<file path="src/rtl/icg_enable_ctrl_pkg.sv">
// Shared types and defaults for the clock-gate enable controller.
// State encoding is exported on STATE for debug, so values are fixed.
package icg_enable_ctrl_pkg;

    localparam int STATE_W         = 2;
    localparam int DEF_IDLE_CYCLES = 16;
    localparam int DEF_WAKE_CYCLES = 2;
    localparam int DEF_CNT_W       = 8;

    typedef enum logic [STATE_W-1:0] {
        ST_RUN    = 2'd0,
        ST_GATED  = 2'd1,
        ST_WAKING = 2'd2
    } state_e;

    // The gated clock runs in every state except GATED (including the illegal code).
    function automatic logic gate_open(input state_e s);
        return (s != ST_GATED);
    endfunction

endpackage

</file>
<file path="src/rtl/icg_enable_cnt.sv">
// Saturating phase counter shared by the idle and wake phases of the controller.
// term flags the cycle whose increment would reach limit; counter holds while hold=1.
module icg_enable_cnt #(
    parameter int CNT_W = 8
) (
    input  logic             clk,
    input  logic             rst,
    input  logic             hold,
    input  logic             clr,
    input  logic             inc,
    input  logic [CNT_W-1:0] limit,
    output logic             term
);

    localparam logic [CNT_W-1:0] CNT_MAX = '1;

    logic [CNT_W-1:0] cnt;

    always_ff @(posedge clk or posedge rst) begin
        if (rst) begin
            cnt <= '0;
        end else if (!hold) begin
            if (clr) begin
                cnt <= '0;
            end else if (inc && (cnt != CNT_MAX)) begin
                cnt <= cnt + 1'b1;
            end
        end
    end

    // Compare one bit wider so cnt+1 cannot wrap before the compare.
    assign term = (({1'b0, cnt} + {{CNT_W{1'b0}}, 1'b1}) >= {1'b0, limit});

endmodule

</file>
<file path="src/rtl/icg_enable_ctrl.sv">
// Drives E/TE of a negative-polarity ICG: idle-count or sleep-handshake gating, timed wake.
// E/READY/SLEEP_ACK/STATE are registered off CLK; TE is a direct passthrough of SE.
module icg_enable_ctrl
    import icg_enable_ctrl_pkg::*;
#(
    parameter int IDLE_CYCLES = DEF_IDLE_CYCLES,
    parameter int WAKE_CYCLES = DEF_WAKE_CYCLES,
    parameter int CNT_W       = DEF_CNT_W
) (
    input  logic               CLK,
    input  logic               RST,
    input  logic               BUSY,
    input  logic               AUTO_EN,
    input  logic               SLEEP_REQ,
    output logic               SLEEP_ACK,
    input  logic               WAKE_REQ,
    input  logic               SE,
    output logic               E,
    output logic               TE,
    output logic               READY,
    output logic [STATE_W-1:0] STATE
);

    localparam logic [CNT_W-1:0] IDLE_LIM = CNT_W'(IDLE_CYCLES);
    localparam logic [CNT_W-1:0] WAKE_LIM = CNT_W'(WAKE_CYCLES);

    state_e           state;
    state_e           nxt;
    logic             idle;
    logic             cnt_clr;
    logic             cnt_inc;
    logic             cnt_term;
    logic [CNT_W-1:0] cnt_lim;

    assign idle = !BUSY && (AUTO_EN || SLEEP_REQ);

    icg_enable_cnt #(
        .CNT_W (CNT_W)
    ) u_cnt (
        .clk   (CLK),
        .rst   (RST),
        .hold  (SE),
        .clr   (cnt_clr),
        .inc   (cnt_inc),
        .limit (cnt_lim),
        .term  (cnt_term)
    );

    always_comb begin
        nxt     = state;
        cnt_clr = 1'b0;
        cnt_inc = 1'b0;
        cnt_lim = IDLE_LIM;
        case (state)
            ST_RUN: begin
                // A wake request on the terminal idle cycle wins over gating.
                if (WAKE_REQ || !idle) begin
                    cnt_clr = 1'b1;
                end else if (cnt_term) begin
                    nxt     = ST_GATED;
                    cnt_clr = 1'b1;
                end else begin
                    cnt_inc = 1'b1;
                end
            end
            ST_GATED: begin
                cnt_clr = 1'b1;
                if (WAKE_REQ || (!SLEEP_REQ && !AUTO_EN)) begin
                    nxt = ST_WAKING;
                end
            end
            ST_WAKING: begin
                cnt_lim = WAKE_LIM;
                if (cnt_term) begin
                    nxt     = ST_RUN;
                    cnt_clr = 1'b1;
                end else begin
                    cnt_inc = 1'b1;
                end
            end
            default: begin
                nxt     = ST_RUN;
                cnt_clr = 1'b1;
            end
        endcase
    end

    // Outputs are decoded from the next state so they switch on the transition edge.
    always_ff @(posedge CLK or posedge RST) begin
        if (RST) begin
            state     <= ST_RUN;
            E         <= 1'b1;
            READY     <= 1'b1;
            SLEEP_ACK <= 1'b0;
        end else if (!SE) begin
            state     <= nxt;
            E         <= gate_open(nxt);
            READY     <= (nxt == ST_RUN);
            SLEEP_ACK <= (nxt == ST_GATED) && SLEEP_REQ;
        end
    end

    assign TE    = SE;
    assign STATE = state;

endmodule
</file>
<file path="config.mk">
export PLATFORM = sky130hd
export DESIGN_NAME = icg_enable_ctrl
export DESIGN_NICKNAME = d
export VERILOG_FILES = /design/src/rtl/icg_enable_ctrl_pkg.sv /design/src/rtl/icg_enable_cnt.sv /design/src/rtl/icg_enable_ctrl.sv
export SDC_FILE = /design/constraint.sdc
export NUM_CORES = 1
export LEC_CHECK = 0
export ABC_AREA = 1
export CORE_MARGIN = 2
export CORE_UTILIZATION = 37
export DETAILED_ROUTE_END_ITERATION = 12
export SETUP_SLACK_MARGIN = 0.5
export SLEW_MARGIN = 20
export SYNTH_ARGS = -nofsm -noshare
export SYNTH_HDL_FRONTEND = slang
export SYNTH_SLANG_ARGS = --single-unit
export TNS_END_PERCENT = 30
</file>
<file path="constraint.sdc">
create_clock -name CLK -period 1.81 [get_ports CLK]
set_clock_uncertainty 0.05 [all_clocks]
set_input_delay 0.181 -clock CLK [delete_from_list [all_inputs] [get_ports CLK]]
set_output_delay 0.181 -clock CLK [all_outputs]
set_load 0.01 [all_outputs]
</file>
==> impl_metrics.toml <==
[status]
status = "finished, violations left"
violations = "negative setup slack"

[route]
drtAntennaViolNets = 0
avgViaCountPerCell = 4.71
drc = 0
dr.first_iter.drc_count = 9
dr.pass1.iters = 5
wl_mm = 1.94
wl_per_cell_um = 11.3
vias = 810

[layout]
area_delta_synth_final_pct = 33.7
fillers = 218
diodes = 0
final_cell_area_mm2 = 0.00115
layout-drive-gt1-share = 0.285
layout.nets = 155

[synthesis]
synthFlopType = "dfrtp_1"
syn-num-nets = 130
synthesis.area_um2 = 857
ys_types = 25
synth-async-reset-ratio = 1.00
yosys-top-cells-area = "dfrtp_1, nand2_1, inv_1"
synth_top_cells_by_count = "nand2_1, inv_1, dfrtp_1"
syn_area_per_cell_um2 = 7.14
ys_ff_latch = 13
ys.warnings.count = 0
ys_seq_area_frac = 0.382
yosysMostFrequentCell = "nand2_1"
syn-instance-count = 120
synth_edf_count = 0
yosys.area.top_type_share = 0.321
post-synth-top-area-cell = "dfrtp_1"

[clock_tree]
cts_buffer_depth = 2
clock_latency_ns = 0.28
cts_root_buf = "clkbuf_4"
clock-sinks = 13
cts_tree = "done"
clkTransAtPathRegs_ns = 0.09
postCtsSetupBuffers = 0
htreeDepth = 1
cts_buffers = 3

[die]
die_w_um = 52.1
num_rows = 17
coreArea_mm2 = 0.00219
start_util = 0.391
io_pins = 13
die-area_mm2 = 0.00272
die_h_um = 52.1

[setup_path]
cp-end-kind = "flop"
cp_max_fo = 3
path_class = "reg2reg"
critPathArrivalTime_ns = 2.04
required_ns = 1.92
cp-start-kind = "flop"

[global_routing]
grt_max_degree = 14
grt_pass1_wl_mm = 3.35
grt_pass1_vias = 812
grt_usage = 0.171
globalRouteOverflowTotal = 0
antenna_found_initial = 0

[place]
pre_cts_slack_ns = -0.116
gp_congestion = 0.842
dpl_cell_area_mm2 = 0.00108
io_buffer_count = 12
dp.final_hpwl_mm = 1.47

[timing]
maxClockFrequency_mhz = 517
period_needed_ns = 1.93
finalHoldViolations = 0
tightest_slew_ns = 0.533
worst_slack_ns = -0.124
finalSetupViolCount = 10
drv_slew = 0
relSlewSlack = 0.644
rsz0062_at_grt = "yes"
fin_crit_sh = 1.07

[flow_run]
max-cap-violations = 0

[min_path]
hold_path.class = "in2async"

[power_and_ir_drop]
powerDensity_mw_per_mm2 = 1110
power.leakage_nw = 0.600
ir_worst_vdd_mv = 0.721
[path summary, 6_finish.rpt]
check                      slack (ns)  cells past startpoint        end          from
max                             -0.12                     11  SLEEP_ACK  u_cnt.cnt[1]
max reg2reg                     -0.12                     11  SLEEP_ACK  u_cnt.cnt[1]
min in group CLK                 0.41                      2      READY         READY
max in group asynchronous        1.15                      2      READY           RST
min                              0.18                      2   STATE[0]           RST
min reg2reg                      0.41                      2      READY         READY
[per-stage QoR]
stage          TNS [ns]  utilization  power (mW)  std cells  hold slack [ns]
2_1_floorplan         0            -       0.749        120          0.00653
3_3_place_gp     -0.388        0.493       0.990        168            0.400
3_5_place_dp     -0.868        0.493        1.00        168            0.399
4_1_cts           -1.26        0.503        1.18        172            0.192
5_1_grt           -1.95        0.523        1.38        172            0.246
6_report         -0.772        0.523        1.27        172            0.177
[placed cells by master, fill, tap and decap left out]
master and count:
nand2_2 4, nand2_4 1, nor3_1 2, clkbuf_1 1, clkdlybuf4s15_1 2, o31ai_1 1, nand4_1 6, ha_1 1
buf_4 11, clkbuf_2 2, clkbuf_4 3, nand3_1 6, nor2_4 1, or2_0 1, xnor2_1 1, o21bai_1 1
a21oi_2 2, ha_4 2, inv_2 2, inv_1 23, nor2_2 6, clkdlybuf4s50_1 6, nand2_1 29, o21ai_1 4
dlygate4sd2_1 2, nor2_1 4, a21oi_1 2, dfrtp_1 11, o21ai_2 3, dfstp_2 2, nand3_2 2
[flip-flops by register name, summed over array words and instances (netlist names)]
signal,count
u_cnt.cnt,8
SLEEP_ACK,1
READY,1
STATE,2
E,1
[routing by layer]
metal  track usage  part of all wire
met1         0.215              0.47
met2         0.276              0.49
met3        0.0287             0.036
met4        0.0940            0.0072
met5             0                 0
[area by class of cell]
type | count | area [um2] | share of cell area
inverter | 25 | 93.8 | 0.0819
multi-input combinational | 79 | 473 | 0.413
tap | 28 | 35.0 | 0.0306
sequential | 13 | 328 | 0.286
clock buffer | 4 | 26.3 | 0.0229
timing repair buffer | 23 | 190 | 0.166
[critical path: stages, from the launching register on]
cell,delay (ns)
dfrtp_1,0.43
ha_4,0.29
inv_2,0.04
ha_4,0.22
a21oi_2,0.12
nand2_1,0.08
o21ai_2,0.18
nand3_2,0.12
nand2_2,0.10
nand2_4,0.07
nand3_2,0.05
nand2_1,0.05
[where the power goes]
part           internal, mW  switching (mW)
combinational         0.314           0.374
clock                0.0853          0.0982
sequential            0.355          0.0421
total                 0.754           0.514
[kinds of logic (layout without fill, tap and decap cells)]
family,Yosys count,after routing,share of synthesized area
xor+xnor,1,1,0.0102
compound gates,13,13,0.0905
flops,13,13,0.382
buf+inv,28,52,0.131
fa+ha+maj,3,3,0.0438
simple gates,62,62,0.342
[repair_timing]
item	CTS	global route
gates resized for setup	9	14
hold buffers	0	0
cloned	0	0
pin swaps	0	10
endpoints found under the setup margin	16	13
No activity file was read; power rests on OpenSTA's default activity.
